**src/rtl/pipeline_hazard_ctrl_pkg.sv**
```systemverilog
// Shared pipeline definitions: controller states, register-zero constant and
// the per-stage enable/flush bundle.
package pipeline_hazard_ctrl_pkg;

    typedef enum logic [1:0] {
        RUN      = 2'd0,
        MEM_WAIT = 2'd1,
        ERR      = 2'd2
    } state_t;

    localparam logic [4:0] REG_ZERO = 5'd0;

    typedef struct packed {
        logic en;
        logic flush;
    } stage_ctrl_t;

endpackage

```
**src/rtl/pipeline_hazard_ctrl_sat_counter.sv**
```systemverilog
// Saturating up-counter with synchronous clear; holds at all-ones.
module sat_counter #(
    parameter int unsigned W = 32
) (
    input  logic         clk,
    input  logic         inc,
    input  logic         clr,
    output logic [W-1:0] count
);

    // Clear wins over increment; increment stops at the maximum value.
    always_ff @(posedge clk) begin
        if (clr) begin
            count <= '0;
        end else if (inc && (count != '1)) begin
            count <= count + W'(1);
        end
    end

endmodule

```
**src/rtl/pipeline_hazard_ctrl.sv**
```systemverilog
// Central stall/flush controller for the 5-stage pipeline: load-use stalls,
// MEM-resolved branch flushes, data-memory wait handshake with timeout, and
// saturating stall/flush performance counters.
module pipeline_hazard_ctrl
    import pipeline_hazard_ctrl_pkg::*;
#(
    parameter int unsigned MEM_TIMEOUT = 64,
    parameter int unsigned CNT_W       = 32
) (
    input  logic             clk,
    input  logic             reset,
    input  logic [4:0]       id_rs,
    input  logic [4:0]       id_rt,
    input  logic             id_uses_rt,
    input  logic             idex_memtoreg,
    input  logic [4:0]       idex_writereg,
    input  logic             exmem_branch,
    input  logic             exmem_zero,
    input  logic             exmem_memread,
    input  logic             exmem_memwrite,
    input  logic             dmem_ready,
    output logic             dmem_req,
    output logic             pc_en,
    output logic             ifid_en,
    output logic             idex_en,
    output logic             exmem_en,
    output logic             pc_src,
    output logic             ifid_flush,
    output logic             idex_flush,
    output logic             exmem_flush,
    output logic             memwb_bubble,
    output logic             mem_timeout_err,
    output logic [CNT_W-1:0] stall_count,
    output logic [CNT_W-1:0] flush_count
);

    localparam int unsigned WAIT_W = (MEM_TIMEOUT > 1) ? $clog2(MEM_TIMEOUT) : 1;

    state_t             state;
    logic [WAIT_W-1:0]  wait_cnt;
    logic               err_q;

    logic               mem_op;
    logic               mem_stall;
    logic               branch_taken;
    logic               load_use;
    logic               branch_apply;
    logic               pc_en_c;
    stage_ctrl_t        ifid_c;
    stage_ctrl_t        idex_c;
    stage_ctrl_t        exmem_c;

    assign mem_op       = exmem_memread | exmem_memwrite;
    assign mem_stall    = mem_op & ~dmem_ready & (state != ERR);
    assign branch_taken = exmem_branch & exmem_zero;
    assign load_use     = idex_memtoreg & (idex_writereg != REG_ZERO) &
                          ((idex_writereg == id_rs) |
                           (id_uses_rt & (idex_writereg == id_rt)));

    // Mealy control decode in priority order: reset, error, memory stall,
    // branch flush, load-use stall, normal flow.
    always_comb begin
        pc_en_c       = 1'b1;
        ifid_c        = '{en: 1'b1, flush: 1'b0};
        idex_c        = '{en: 1'b1, flush: 1'b0};
        exmem_c       = '{en: 1'b1, flush: 1'b0};
        pc_src        = 1'b0;
        memwb_bubble  = 1'b0;
        branch_apply  = 1'b0;
        dmem_req      = mem_op & (state != ERR) & ~reset;
        if (reset) begin
            ifid_c.flush  = 1'b1;
            idex_c.flush  = 1'b1;
            exmem_c.flush = 1'b1;
            memwb_bubble  = 1'b1;
        end else if ((state == ERR) || mem_stall) begin
            pc_en_c       = 1'b0;
            ifid_c.en     = 1'b0;
            idex_c.en     = 1'b0;
            exmem_c.en    = 1'b0;
            memwb_bubble  = 1'b1;
        end else if (branch_taken) begin
            pc_src        = 1'b1;
            ifid_c.flush  = 1'b1;
            idex_c.flush  = 1'b1;
            exmem_c.flush = 1'b1;
            branch_apply  = 1'b1;
        end else if (load_use) begin
            pc_en_c       = 1'b0;
            ifid_c.en     = 1'b0;
            idex_c.flush  = 1'b1;
        end
    end

    assign pc_en           = pc_en_c;
    assign ifid_en         = ifid_c.en;
    assign ifid_flush      = ifid_c.flush;
    assign idex_en         = idex_c.en;
    assign idex_flush      = idex_c.flush;
    assign exmem_en        = exmem_c.en;
    assign exmem_flush     = exmem_c.flush;
    assign mem_timeout_err = err_q;

    // Memory-wait FSM; wait_cnt counts stall cycles including the first one
    // spent in RUN, so ERR follows exactly MEM_TIMEOUT stall cycles.
    always_ff @(posedge clk) begin
        if (reset) begin
            state    <= RUN;
            wait_cnt <= '0;
            err_q    <= 1'b0;
        end else begin
            case (state)
                RUN: begin
                    if (mem_stall) begin
                        state    <= MEM_WAIT;
                        wait_cnt <= WAIT_W'(1);
                    end else begin
                        wait_cnt <= '0;
                    end
                end
                MEM_WAIT: begin
                    if (!mem_stall) begin
                        state    <= RUN;
                        wait_cnt <= '0;
                    end else if (wait_cnt >= WAIT_W'(MEM_TIMEOUT - 1)) begin
                        state    <= ERR;
                        err_q    <= 1'b1;
                    end else begin
                        wait_cnt <= wait_cnt + WAIT_W'(1);
                    end
                end
                ERR: begin
                    err_q <= 1'b1;
                end
                default: begin
                    state    <= RUN;
                    wait_cnt <= '0;
                end
            endcase
        end
    end

    sat_counter #(.W(CNT_W)) u_stall_cnt (
        .clk   (clk),
        .inc   (~reset & ~pc_en_c),
        .clr   (reset),
        .count (stall_count)
    );

    sat_counter #(.W(CNT_W)) u_flush_cnt (
        .clk   (clk),
        .inc   (branch_apply),
        .clr   (reset),
        .count (flush_count)
    );

endmodule

```
**config.mk**
```make
export PLATFORM = sky130hd
export DESIGN_NAME = pipeline_hazard_ctrl
export DESIGN_NICKNAME = d
export VERILOG_FILES = /design/src/rtl/pipeline_hazard_ctrl_pkg.sv /design/src/rtl/pipeline_hazard_ctrl_sat_counter.sv /design/src/rtl/pipeline_hazard_ctrl.sv
export SDC_FILE = /design/constraint.sdc
export NUM_CORES = 1
export LEC_CHECK = 0
export CAP_MARGIN = 30
export CORE_ASPECT_RATIO = 1.4
export CORE_MARGIN = 1
export CORE_UTILIZATION = 33
export CTS_CLUSTER_DIAMETER = 80
export DETAILED_ROUTE_END_ITERATION = 8
export PLACE_DENSITY_LB_ADDON = 0.25
export SLEW_MARGIN = 15
export SYNTH_ARGS = -nofsm -noshare
export SYNTH_HDL_FRONTEND = slang
export SYNTH_SLANG_ARGS = --single-unit
```
**constraint.sdc**
```tcl
create_clock -name clk -period 4.63 [get_ports clk]
set_input_delay 0.463 -clock clk [delete_from_list [all_inputs] [get_ports clk]]
set_output_delay 0.463 -clock clk [all_outputs]
set_load 0.01 [all_outputs]
```
# Word-level counts from Yosys, hierarchy flattened

Index checks and enable logic that the tools add are counted.

Logic and storage cells: 72
Register bits: 73
Input bits: 24

Reduce and logical (&&, ||, !) cells: 9
Add/sub/neg operators: 3
Bitwise gates (word level): 15
Multiplexer cells: 27
$lt $le $gt $ge: 1
Eq/ne operators: 12

Operator list:

| operator                | number |
|---|---|
| $add A32 B1 Y32 const B | 2 |
| $ne A32 B32 Y1 const B  | 2 |
| $mux W1                 | 19 |
| $pmux W6 S3             | 1 |
| $mux W6                 | 2 |
| $eq A5 B5 Y1            | 2 |
| $and A1 B1 Y1           | 9 |
| $ne A2 B2 Y1 const B    | 4 |
| $add A6 B1 Y6 const B   | 1 |
| $ge A6 B6 Y1 const B    | 1 |
| $mux W2                 | 3 |
| $ne A3 B3 Y1 const B    | 2 |
| $pmux W2 S3             | 1 |
| $reduce_and A3 Y1       | 2 |
| $reduce_bool A5 Y1      | 1 |
| $not A1 Y1              | 4 |
| $eq A2 B1 Y1 const B    | 1 |
| $eq A2 B2 Y1 const B    | 1 |
| $logic_and A1 B1 Y1     | 2 |
| $logic_not A2 Y1        | 1 |
| $or A1 B1 Y1            | 2 |
| $pmux W1 S2             | 1 |
| $reduce_and A2 Y1       | 1 |
| $reduce_bool A2 Y1      | 1 |
| $logic_or A1 B1 Y1      | 1 |

# Depth between registers and ports, before layout

Gate-level depths: netlist of the first run.

Depth after elaboration: 11
Gate-level depth with buffers: 10
Depth with buffers taken out: 7

# By module

From an unflattened synthesis of the first run, not the netlist that was laid out.

Cells, all modules: 480
Area total of the unflattened synthesis: 4028.9 um^2

Modules (own cells, without submodules):

| module               | cells each | instances | area an instance (um^2) | sequential area each (um^2) |
|---|---|---|---|---|
| sat_counter          | 199        | 2         | 1674.1                  | 640.6 |
| pipeline_hazard_ctrl | 82         | 1         | 680.7                   | 180.2 |

# Least setup slack after synthesis of the first run

Ideal clock, no wire load.

Path type: input port to output port
Start: in exmem_memwrite
End: out pc_en
Setup slack: 2064 ps
Stages on the path: 7
Arrival: 2103 ps
Cells stage by stage: o21ba_1 or2_2 clkbuf_1 o21a_1 a32oi_1 clkbuf_1 buf_4

Cells in the longest elaborated chain, start to end: 6

Ends and longest elaborated chain:

| item                        | RTL line                   | RTL |
|---|---|---|
| start: declaration          | pipeline_hazard_ctrl.sv:20 | `input logic exmem_memwrite,` |
| $or A1 B1 Y1                | pipeline_hazard_ctrl.sv:53 | `assign mem_op = exmem_memread \| exmem_memwrite;` |
| $and A1 B1 Y1 (2 in series) | pipeline_hazard_ctrl.sv:54 | `assign mem_stall = mem_op & ~dmem_ready & (state != ERR);` |
| $logic_or A1 B1 Y1          | pipeline_hazard_ctrl.sv:76 | `end else if ((state == ERR) \|\| mem_stall) begin` |
| $mux W1 (2 in series)       | --                         |  |
| end: declaration            | pipeline_hazard_ctrl.sv:23 | `output logic pc_en,` |

Every way passes these cells.

# Worst setup path in the final report of the first run

Start: in idex_writereg[1]
End: out pc_en

Cells in the longest elaborated chain, start to end: 8

Ends and longest elaborated chain:

| item               | RTL line                   | RTL |
|---|---|---|
| start: declaration | pipeline_hazard_ctrl.sv:16 | `input logic [4:0] idex_writereg,` |
| $eq A5 B5 Y1       | pipeline_hazard_ctrl.sv:58 | `(id_uses_rt & (idex_writereg == id_rt)));` |
| $and A1 B1 Y1      | pipeline_hazard_ctrl.sv:58 |  |
| $or A1 B1 Y1       | pipeline_hazard_ctrl.sv:57 | `((idex_writereg == id_rs) \|` |
| $and A1 B1 Y1 *    | pipeline_hazard_ctrl.sv:56 | `assign load_use = idex_memtoreg & (idex_writereg != REG_ZERO) &` |
| $mux W1 *          | pipeline_hazard_ctrl.sv:88 | `end else if (load_use) begin` |
| $mux W1 *          | pipeline_hazard_ctrl.sv:82 | `end else if (branch_taken) begin` |
| $mux W1 *          | pipeline_hazard_ctrl.sv:76 |  |
| $mux W1 *          | pipeline_hazard_ctrl.sv:71 | `if (reset) begin` |

Mark *: on every way between the ends. The rest lies on a longest branch, timed or not.

==> results.tsv, run 1 <==
stage	metric	value	unit
outcome	outcome	completed	
clock_tree	postcts setup bufs	0	
synthesis	sequential share of the synthesized area	38.75	%
detailed_routing	# DRC	0	
clock_tree	Worst-Skew Late Latency	0.34	ns
synthesis	Post-synth EDFFs	0	
timing	Final period util	70.45	%
clock_tree	CTS H-tree depth	3	
setup_path	Top delay family on crit path	buffers and inverters	
power	Power, Total	1.536	mW
finish	area of the multi-input gates	2157	µm²
power	power density cells	296.3	nW/µm²
finish	Reg area	1461	µm²
synthesis	Main synth FF type	dfxtp_1	
global_routing	global route overflow	0	
finish	fraction of layout cells with a size suffix above 1	6.522	%
detailed_routing	total vias in the final route	3692	
timing	Slew @ Worst Pin	0.9151	ns
synthesis	synthesized flop and latch total	73	
synthesis	post-synthesis compound-gate area fraction	12.91	%
detailed_routing	Routed Antenna Nets	0	
setup_path	CP Capture Type	primary output	
setup_path	WP data required	4.17	ns
synthesis	Synth Area in Adders	0.9954	%
synthesis	most instantiated cells after synthesis	dfxtp_1 (73), nor2_1 (46), nand2_1 (40)	
setup_path	crit path buf inv count	3	
setup_path	crit-path max FO	25	
clock_tree	Max Root-Sink Buffers	2	
timing	setup TNS	0	ns
timing	WHS	0.4506	ns
synthesis	Synth top area share	38.75	%
setup_path	Max stage delay on crit path	0.57	ns
die	die width	92.35	µm
place	Cell Area, Placed	4842	µm²
setup_path	CP Class	in2out	
power	Comb power frac	6.1	%
setup_path	Worst path most repeated cell	clkdlybuf4s50_1	
global_routing	via count of the first global-routing pass	3481	
flow_run	number of max-cap violations	0	
timing	fin crit period	3.262	ns
detailed_routing	Detailed Route WL	9930	µm
setup_path	Arr. time, crit path	2.80	ns
place	IO buf count	98	
synthesis	largest cells by area after synthesis	dfxtp_1 (39%), xnor2_1 (5.8%), nor2_1 (4.6%)	
global_routing	initial antenna violation count	0	
finish	design area	5185	µm²
finish	final net count	574	
timing	Slew Limit Fails	0	
place	Post-DP HPWL	7210	µm
synthesis	Syn Nets	486	
power	worst-case vdd ir drop	0.2020	mV
worst_hold_path	Hold Crit Class	reg2reg	
synthesis	post-synthesis mux area share	1.659	%
clock_tree	CTS root buf	clkbuf_16	
timing	RSZ-0062 raised after global routing	false	
synthesis	synth warn	0	
synthesis	main combinational cell family by area after synthesis	simple AND/OR/NAND/NOR gates	
clock_tree	clock sink count	73	
synthesis	Synth Instances	459	
synthesis	Avg Cell Area, Syn	8.216	µm²
synthesis	dominant cell type by area after synthesis	dfxtp_1	
power	Clock power frac	52.5	%
synthesis	most numerous cell in the Yosys netlist	dfxtp_1	
worst_hold_path	hold path cells	2	
synthesis	Yosys cell types	51	
synthesis	FFs w/ async S/R, synth	0	%
clock_tree	post-CTS sizing	0	
die	Core Region	10980	µm²
finish	Fill cells	1107	
die	initial core utilization	34.35	%
global_routing	Tot GR Track Use	17.19	%
synthesis	XOR/XNOR Fraction of Synth Area	9.290	%
timing	fmax	306.6	MHz
power	Pint	1.203	mW
clock_tree	cts hold-fix bufs	0	
setup_path	Critical Path Slowest Stage Cell	or4_1	
place	routability cong.	0.8300	
global_routing	first-pass GRT wire length	16540	µm
finish	Area Overhead vs Synth	37.49	%
die	Die ar.	11860	µm²
setup_path	Reg2Reg Depth	6	
clock_tree	CTS Buf Count	9	
detailed_routing	wire per inst	14.33	µm
setup_path	worst-path cell chain	clkdlybuf4s50_1 > or4_1 > o21a_1 > a32oi_1 > buf_4 > clkdlybuf4s50_1	
synthesis	mapped cell area	3771	µm²
clock_tree	clock-pin slew on the worst setup and hold paths	0.06	ns
power	sequential share of power	41.4	%
die	chip height	128.5	µm
timing	hold violation count in the final report	0	
detailed_routing	Starting DRT DRC Count	176	
setup_path	Crit. path cell count	6	
timing	final setup fails	0	
power	Sw Pwr	0.3333	mW
timing	Slew Limit Headroom	38.43	%
clock_tree	CTS tree	done	
timing	Final Skew	0.008280	ns
die	io pins	99	
detailed_routing	drt pass-1 iters	5	
detailed_routing	via/cell ratio	5.328	
finish	# diodes	0	
synthesis	Post-Synth Simple-Gate Area	32.18	%
die	row cnt	45	
power	Sw Ratio	21.69	%
setup_path	critical path startpoint category	input port	
power	total leakage power	1.702	nW
global_routing	largest net degree at the start of global routing	48	
## metal layers
metal	wire [µm]	vias to the layer above	track usage (%)	part of all wire [%]
li1	-	1855	-	-
met1	4279	1726	20.01	43
met2	4886	93	29.89	49
met3	536	18	4.255	5.4
met4	228	0	7.169	2.3
met5	0	-	0	0
## cell usage in the layout, fill, tap and decap left out, types with 9 or more instances in the layout
cell type,synthesis,layout
a21oi_1,29,29
nand2_1,40,40
and4_1,9,9
or3_1,13,13
or4_1,16,16
nand3_1,29,29
nand4_1,23,23
nor2_1,46,46
dfxtp_1,73,73
xor2_1,15,15
clkdlybuf4s50_1,0,97
and3_1,10,10
nor3_1,15,15
o21ai_0,15,15
inv_1,11,11
o31ai_1,12,12
xnor2_1,25,25
clkbuf_16,0,9
## state kept, by name, summed over array words and instances, names as in the netlist
register,flops
wait_cnt,6
u_stall_cnt.count,32
u_flush_cnt.count,32
mem_timeout_err,1
state,2
## path summary, 6_finish.rpt
| path | startpoint | slack, ns | to |
|---|---|---|---|
| setup / recovery | idex_writereg[1] | 1.37 | pc_en |
| hold / removal | mem_timeout_err | 0.45 | mem_timeout_err |
| setup reg to reg | u_stall_cnt.count[13] | 1.91 | u_stall_cnt.count[10] |
| hold reg to reg | mem_timeout_err | 0.45 | mem_timeout_err |
## power by group through the flow
stage / registers [mW] / logic (mW) / clock network [mW]
3_3_place_gp: 0.649 / 0.0927 / 0
6_report: 0.635 / 0.0938 / 0.807
3_5_place_dp: 0.649 / 0.0951 / 0
5_1_grt: 0.636 / 0.102 / 0.848
2_1_floorplan: 0.649 / 0.0484 / 0
4_1_cts: 0.635 / 0.0949 / 0.822
## cell type report
cell class	count	share of cell area [%]
repair buffers	102	19.40
flip-flops and latches	73	28.19
multi-input cells	350	41.60
inverters	11	0.7963
clock buffers	9	4.344
clock inverters	7	2.268
well taps	141	3.403
## per-stage QoR
stage,setup slack [ns],instances,util [%]
floorplan,2.064,459,-
global placement,1.426,676,44.03
detailed placement,1.375,677,44.10
CTS,1.365,693,47.23
global route,1.305,693,47.23
finish,1.368,693,47.23
## kinds of logic after synthesis
logic type	Yosys count
DFF	73
and+or+nand+nor	223
muxes	6
AOI/OAI and AO/OA	78
xor gates and xnor gates	40
adders and majority gates	3
buffers and inverters	36
## worst register-to-register path, stage by stage, from the launching register on
cell,delay (ns)
dfxtp_1,0.46
nand4_1,0.16
nor3_1,0.56
and3b_1,0.50
or2_1,0.63
or4_1,0.21
a21oi_1,0.06
Note: power is estimated with default switching activity, not from simulation.
==> run 2, diff against run 1 <==
==> constraint.sdc (replaced) <==
create_clock -name clk -period 2.7 [get_ports clk]
set_input_delay 0.27 -clock clk [delete_from_list [all_inputs] [get_ports clk]]
set_output_delay 0.27 -clock clk [all_outputs]
set_load 0.01 [all_outputs]
==> run 2 against run 1 <==
Against the previous run:
- via count is 2.1% higher
- die area did not move
- first-iteration DRC count fell by 36%
- global-route usage up 0.36 points
- utilization is 0.87 points higher
- count of clock-buffer cells in the layout rose by 4
- non-clock buffer count is 16 higher
- worst setup slack lost 1.3 ns
- final area grew 1.8%
- combinational power up 94%
- sequential share of layout area decreased by 0.51 points
- register-to-register slack lost 1.7 ns
- critical path type unchanged
==> results.tsv, run 2 (synthesis gave the netlist of run 1 again) <==
stage	metric	value	unit	change
outcome	outcome	completed		unchanged
power	worst-case vdd ir drop	0.2688	mV	was 0.2020 mV
detailed_routing	# DRC	0		unchanged
setup_path	CP endpoint	pc_src		was pc_en
clock_tree	CTS Buf Count	9		unchanged
detailed_routing	DR WL met3	493	µm	was 536 µm
setup_path	crit path buf inv count	4		was 3
finish	most common cell after layout, fill and taps aside	clkdlybuf4s50_1		unchanged
die	Core Region	10980	µm²	unchanged
timing	setup TNS	0	ns	unchanged
setup_path	Arr. time, crit path	2.32	ns	was 2.80 ns
power	Pint	1.936	mW	was 1.203 mW
global_routing	Tot GR Track Use	17.55	%	was 17.19%
timing	Final Skew	0.005984	ns	was 0.008280 ns
setup_path	Critical Path Slowest Stage Cell	clkdlybuf4s50_1		was or4_1
global_routing	via count of the first global-routing pass	3625		was 3,481
setup_path	R2R setup slack	0.21	ns	was 1.91 ns
timing	hold violation count in the final report	0		unchanged
power	Clock power frac	48.7	%	was 52.5%
timing	fin crit period	2.589	ns	
setup_path	RR Startpoint	u_stall_cnt.count[1]		was u_stall_cnt.count[13]
clock_tree	CTS root buf	clkbuf_16		unchanged
setup_path	critical path startpoint category	input port		unchanged
clock_tree	Max Root-Sink Buffers	2		unchanged
detailed_routing	top layer in use	met4		unchanged
finish	commonest cells after routing, fill and taps aside	clkdlybuf4s50_1 (97), dfxtp_1 (73), nor2_1 (46), nand2_1 (40)		unchanged
timing	fmax	386.3	MHz	
setup_path	CP startpoint	dmem_ready		was idex_writereg[1]
timing	worst setup margin	0.1114	ns	was 1.368 ns
global_routing	initial antenna violation count	0		unchanged
detailed_routing	drt pass-1 iters	4		was 5
setup_path	Worst path most repeated cell	clkdlybuf4s50_1		unchanged
timing	Final period util	95.87	%	
global_routing	global route overflow	0		unchanged
setup_path	Top delay family on crit path	buffers and inverters		unchanged
setup_path	worst-path cell chain	clkdlybuf4s50_1 > o21ba_1 > or4_4 > buf_4 > inv_1 > clkdlybuf4s50_1		was clkdlybuf4s50_1 > or4_1 > o21a_1 > a32oi_1 > buf_4 > clkdlybuf4s50_1
detailed_routing	Starting DRT DRC Count	112		was 176
finish	# diodes	0		unchanged
global_routing	largest net degree at the start of global routing	42		was 48
place	routability cong.	0.8058		was 0.8300
power	total leakage power	1.762	nW	was 1.702 nW
detailed_routing	Routed Antenna Nets	0		unchanged
setup_path	Max stage delay on crit path	0.57	ns	about the same
place	Post-DP HPWL	7352	µm	was 7210 µm
detailed_routing	WL met1	4219	µm	was 4279 µm
setup_path	CP Capture Type	primary output		unchanged
timing	Slew Limit Headroom	53.97	%	was 38.43%
die	die width	92.35	µm	unchanged
timing	Slew Limit Fails	0		unchanged
setup_path	CP Class	in2out		unchanged
timing	Slew @ Worst Pin	0.6904	ns	was 0.9151 ns
die	initial core utilization	34.35	%	unchanged
setup_path	Crit. path cell count	6		unchanged
worst_hold_path	Hold Crit Class	reg2reg		unchanged
finish	Area Overhead vs Synth	40.01	%	was 37.49%
detailed_routing	total vias in the final route	3770		was 3,692
clock_tree	postcts setup bufs	0		unchanged
die	io pins	99		unchanged
clock_tree	Worst-Skew Late Latency	0.33	ns	was 0.34 ns
timing	final setup fails	0		unchanged
finish	fraction of layout cells with a size suffix above 1	8.818	%	was 6.522%
detailed_routing	met2 wire length	5048	µm	was 4886 µm
power	Sw Pwr	0.5382	mW	was 0.3333 mW
power	Sw Ratio	21.76	%	was 21.69%
clock_tree	clock sink count	73		unchanged
setup_path	crit-path max FO	5		was 25
die	row cnt	45		unchanged
power	Comb power frac	7.3	%	was 6.1%
clock_tree	CTS tree	done		unchanged
place	IO buf count	98		unchanged
setup_path	R2R Path End	u_stall_cnt.count[11]		was u_stall_cnt.count[10]
global_routing	first-pass GRT wire length	16880	µm	was 16,540 µm
finish	Top Registers	u_flush_cnt.count x32, u_stall_cnt.count x32, wait_cnt x6		unchanged
clock_tree	CTS H-tree depth	3		unchanged
die	chip height	128.5	µm	unchanged
detailed_routing	wire per inst	14.07	µm	was 14.33 µm
clock_tree	cts hold-fix bufs	0		unchanged
power	sequential share of power	44.0	%	was 41.4%
finish	Fill cells	1104		was 1,107
detailed_routing	via/cell ratio	5.325		was 5.328
timing	RSZ-0062 raised after global routing	false		unchanged
place	Place WS	0.008646	ns	was 1.375 ns
setup_path	WP data required	2.43	ns	was 4.17 ns
die	Die ar.	11860	µm²	unchanged
power	power density cells	468.5	nW/µm²	was 296.3 nW/µm²
clock_tree	clock-pin slew on the worst setup and hold paths	0.06	ns	about the same
finish	final net count	590		was 574
flow_run	number of max-cap violations	0		unchanged
setup_path	Reg2Reg Depth	7		was 6
detailed_routing	Detailed Route WL	9965	µm	was 9930 µm
==> run 2: repair_timing <==
| item | in CTS | in global routing |
|---|---|---|
| resized for setup | 0 | 1 |
| setup endpoints to repair | 0 | 2 |
| hold endpoints to repair | 0 | 0 |
==> run 2: worst register-to-register path, cell delays in order, from the launching register on <==
cell and delay [ns]:
dfxtp_1 0.36, ha_1 0.24, and2_1 0.19, nand4_1 0.18, and3b_1 0.26, or2_1 0.48, or4_1 0.57, a21oi_1 0.15
==> run 2: layout make-up <==
type	instances	area [µm²]	share of cell area [%]
inverters	11	41.29	0.7820
multi-input cells	350	2165	41.00
repair buffers	118	1139	21.56
clock inverters	2	37.54	0.7109
flip-flops and latches	73	1461	27.68
well taps	141	176.4	3.341
clock buffers	13	260.3	4.929
==> run 2: power groups by stage <==
stage | clock network [mW] | logic (mW) | registers, mW
2_1_floorplan | 0 | 0.0829 | 1.11
3_3_place_gp | 0 | 0.179 | 1.11
3_5_place_dp | 0 | 0.182 | 1.11
4_1_cts | 1.24 | 0.183 | 1.09
5_1_grt | 1.29 | 0.198 | 1.09
6_report | 1.20 | 0.182 | 1.09
==> run 2: through the flow <==
step           utilization (%)  area (µm²)  hold WS, ns  instances  power, mW
6_report                 48.09        5280       0.4459        708      2.474
5_1_grt                  48.09        5280       0.4937        708      2.577
4_1_cts                  48.02        5273       0.4560        708      2.510
3_5_place_dp             45.31        4975       0.4463        693      1.294
3_3_place_gp             45.31        4975       0.4448        693      1.290
2_1_floorplan                -        3771       0.4600        459      1.196
==> run 2: metal layers <==
metal	vias up	track usage [%]
met3	18	4.196
met1	1769	19.75
li1	1889	-
met2	94	31.85
met5	-	0
met4	0	6.434
==> run 2: worst min path at each step <==
| stage | cells past startpoint | end | from | slack, ns |
|---|---|---|---|---|
| after floorplan | 1 | wait_cnt[1] | wait_cnt[1] | 0.46 |
| after global placement | 2 | mem_timeout_err | mem_timeout_err | 0.44 |
| after detailed placement | 2 | mem_timeout_err | mem_timeout_err | 0.45 |
| after CTS | 2 | mem_timeout_err | mem_timeout_err | 0.46 |
| after global routing | 2 | mem_timeout_err | mem_timeout_err | 0.49 |
| final | 2 | mem_timeout_err | mem_timeout_err | 0.45 |
==> run 3, diff against run 2 <==
--- a/config.mk
+++ b/config.mk
@@ -7,7 +7,6 @@
 export LEC_CHECK = 0
 export CAP_MARGIN = 30
 export CORE_ASPECT_RATIO = 1.4
-export CORE_MARGIN = 1
 export CORE_UTILIZATION = 33
 export CTS_CLUSTER_DIAMETER = 80
 export DETAILED_ROUTE_END_ITERATION = 8
==> constraint.sdc (replaced) <==
create_clock -name clk -period 2.4 [get_ports clk]
set_input_delay 0.24 -clock clk [delete_from_list [all_inputs] [get_ports clk]]
set_output_delay 0.24 -clock clk [all_outputs]
set_load 0.01 [all_outputs]
==> run 3 against run 2 <==
Against the previous run:
- utilization grew 1.5 points
- via count grew 1.4%
- sequential share of layout area shrank 0.81 points
- register-to-register slack lost 0.06 ns
- final cell count grew 2.3%
- worst setup slack lost 0.033 ns
- sequential power grew 12%
- power grew 18%
- worst hold slack gained 0.0021 ns
- die area is the same
- largest cell class unchanged
- wire length shrank 0.78%
==> results.tsv, run 3 (synthesis gave the netlist of run 1 again) <==
stage	metric	value	unit	change
setup_path	Worst path most repeated cell	or4_4		was clkdlybuf4s50_1
worst_hold_path	Hold Crit Class	reg2reg		unchanged
clock_tree	CTS Buf Count	9		unchanged
die	row cnt	45		unchanged
finish	non-filler cells in the finished layout	724		was 708
timing	fin crit period	2.321	ns	
die	Core Region	10980	µm²	unchanged
setup_path	CP Class	in2reg		was in2out
clock_tree	Max Root-Sink Buffers	2		unchanged
global_routing	global route overflow	0		unchanged
timing	Final Skew	0.006818	ns	was 0.005984 ns
timing	Final period util	96.71	%	
clock_tree	CTS tree	done		unchanged
finish	fraction of layout cells with a size suffix above 1	11.66	%	was 8.818%
setup_path	Arr. time, crit path	2.52	ns	was 2.32 ns
setup_path	critical path startpoint category	input port		unchanged
clock_tree	CTS H-tree depth	3		unchanged
place	Inst Count DP	708		was 693
timing	hold violation count in the final report	0		unchanged
detailed_routing	wire per inst	13.66	µm	was 14.07 µm
timing	worst setup margin	0.07885	ns	was 0.1114 ns
finish	Top Registers	u_flush_cnt.count x32, u_stall_cnt.count x32, wait_cnt x6		unchanged
detailed_routing	drt pass-1 iters	4		unchanged
die	die width	92.35	µm	unchanged
timing	Slew @ Worst Pin	0.5565	ns	was 0.6904 ns
finish	# diodes	0		unchanged
finish	Area Overhead vs Synth	44.26	%	was 40.01%
die	initial core utilization	34.35	%	unchanged
detailed_routing	total vias in the final route	3823		was 3,770
setup_path	Crit. path cell count	7		was 6
setup_path	RR Startpoint	state[0]		was u_stall_cnt.count[1]
detailed_routing	Routed Antenna Nets	0		unchanged
setup_path	WP data required	2.60	ns	was 2.43 ns
flow_run	number of max-cap violations	0		unchanged
die	Die ar.	11860	µm²	unchanged
detailed_routing	via/cell ratio	5.280		was 5.325
finish	share of the core filled with cells	49.55	%	was 48.09%
power	Power, Total	2.931	mW	was 2.474 mW
detailed_routing	Starting DRT DRC Count	163		was 112
timing	final setup fails	0		unchanged
place	IO buf count	98		unchanged
setup_path	crit-path max FO	9		was 5
global_routing	first-pass GRT wire length	16150	µm	was 16,880 µm
setup_path	CP startpoint	dmem_ready		unchanged
setup_path	Critical Path Slowest Stage Cell	or4_4		was clkdlybuf4s50_1
timing	fmax	430.8	MHz	
global_routing	Tot GR Track Use	16.79	%	was 17.55%
clock_tree	clock-pin slew on the worst setup and hold paths	0.06	ns	about the same
place	routability cong.	0.8015		was 0.8058
clock_tree	clock sink count	73		unchanged
setup_path	R2R Path End	u_flush_cnt.count[31]		was u_stall_cnt.count[11]
timing	setup TNS	0	ns	unchanged
global_routing	largest net degree at the start of global routing	42		unchanged
setup_path	CP endpoint	u_flush_cnt.count[31]		was pc_src
clock_tree	postcts setup bufs	0		unchanged
setup_path	Max stage delay on crit path	0.62	ns	was 0.57 ns
power	total leakage power	1.873	nW	was 1.762 nW
outcome	outcome	completed		unchanged
die	chip height	128.5	µm	unchanged
setup_path	Top delay family on crit path	simple AND/OR/NAND/NOR gates		was buffers and inverters
place	Place WS	-0.2674	ns	was 0.008646 ns
clock_tree	CTS root buf	clkbuf_16		unchanged
finish	most common cell after layout, fill and taps aside	clkdlybuf4s50_1		unchanged
global_routing	via count of the first global-routing pass	3600		was 3,625
timing	Slew Limit Headroom	62.61	%	was 53.97%
power	worst-case vdd ir drop	0.3062	mV	was 0.2688 mV
clock_tree	Worst-Skew Late Latency	0.33	ns	about the same
timing	RSZ-0062 raised after global routing	false		unchanged
global_routing	initial antenna violation count	0		unchanged
detailed_routing	Detailed Route WL	9887	µm	was 9965 µm
setup_path	R2R setup slack	0.15	ns	was 0.21 ns
detailed_routing	# DRC	0		unchanged
place	Post-DP HPWL	7352	µm	about the same
finish	final net count	605		was 590
clock_tree	cts hold-fix bufs	0		unchanged
setup_path	worst-path cell chain	clkdlybuf4s50_1 > o21ba_1 > or4_4 > or4_4 > nor4_2 > xnor2_1 > nor2_1		was clkdlybuf4s50_1 > o21ba_1 > or4_4 > buf_4 > inv_1 > clkdlybuf4s50_1
timing	Slew Limit Fails	0		unchanged
setup_path	crit path buf inv count	1		was 4
die	io pins	99		unchanged
power	power density cells	538.8	nW/µm²	was 468.5 nW/µm²
setup_path	CP Capture Type	flip-flop		was primary output
setup_path	Reg2Reg Depth	6		was 7
finish	commonest cells after routing, fill and taps aside	clkdlybuf4s50_1 (91), dfxtp_1 (73), nor2_1 (46), nand2_1 (40), buf_4 (33)		was clkdlybuf4s50_1 (97), dfxtp_1 (73), nor2_1 (46), nand2_1 (40)
run 3: cell types whose count changed in the layout (fill, tap and decap cells not counted):
cell,previous run,this run
clkinv_4,0,1
clkdlybuf4s50_1,97,91
buf_12,1,2
dlygate4sd2_1,0,6
clkbuf_1,2,0
clkinvlp_4,1,0
clkbuf_8,2,3
bufinv_16,1,2
buf_4,19,33
clkinv_2,0,1
run 3: per-layer routing:
metal  track usage, %  vias up  routed length [µm]
li1                 -     1919                   -
met1            18.69     1803                4251
met2            30.50       91                5028
met3            3.664       10                 470
met4            7.169        0                 137
met5                0        -                   0
run 3: cell type report:
class	instances	area (µm²)
Sequential cell	73	1461
Clock buffer	12	266.5
Clock inverter	4	73.82
Inverter	11	41.29
Tap cell	141	176.4
Timing Repair Buffer	133	1256
Fill cell	1057	5539
Multi-Input combinational cell	350	2165
run 3: worst register-to-register path: cells and delay by family, from the launching register on:
kind / cells / cell delay (ns)
flops: 1 / 0.45
simple gates: 5 / 1.53
xor+xnor: 1 / 0.15
run 3: power by group:
| group | internal (mW) | switching (mW) |
|---|---|---|
| combinational | 0.110 | 0.104 |
| clock | 0.995 | 0.501 |
| sequential | 1.22 | 0.00483 |
| total | 2.32 | 0.609 |
run 3: what timing repair did:
action,4_1_cts,5_1_grt
hold endpoints to repair,0,0
gates resized for setup,7,0
setup endpoints to repair,5,0
run 3: how the worst min path moves through the flow:
stage	from	to	slack (ns)	depth (start not counted)
4_1_cts	reset	u_flush_cnt.count[25]	0.46	3
6_report	mem_timeout_err	mem_timeout_err	0.45	2
3_5_place_dp	mem_timeout_err	mem_timeout_err	0.45	2
2_1_floorplan	wait_cnt[1]	wait_cnt[1]	0.46	1
5_1_grt	mem_timeout_err	mem_timeout_err	0.48	2
3_3_place_gp	mem_timeout_err	mem_timeout_err	0.45	2
run 3: per-stage QoR:
stage | hold slack, ns | instance area, µm²
final | 0.4480 | 5440
after floorplan | 0.4600 | 3771
after global placement | 0.4458 | 5100
after CTS | 0.4601 | 5440
after detailed placement | 0.4502 | 5100
after global routing | 0.4762 | 5440
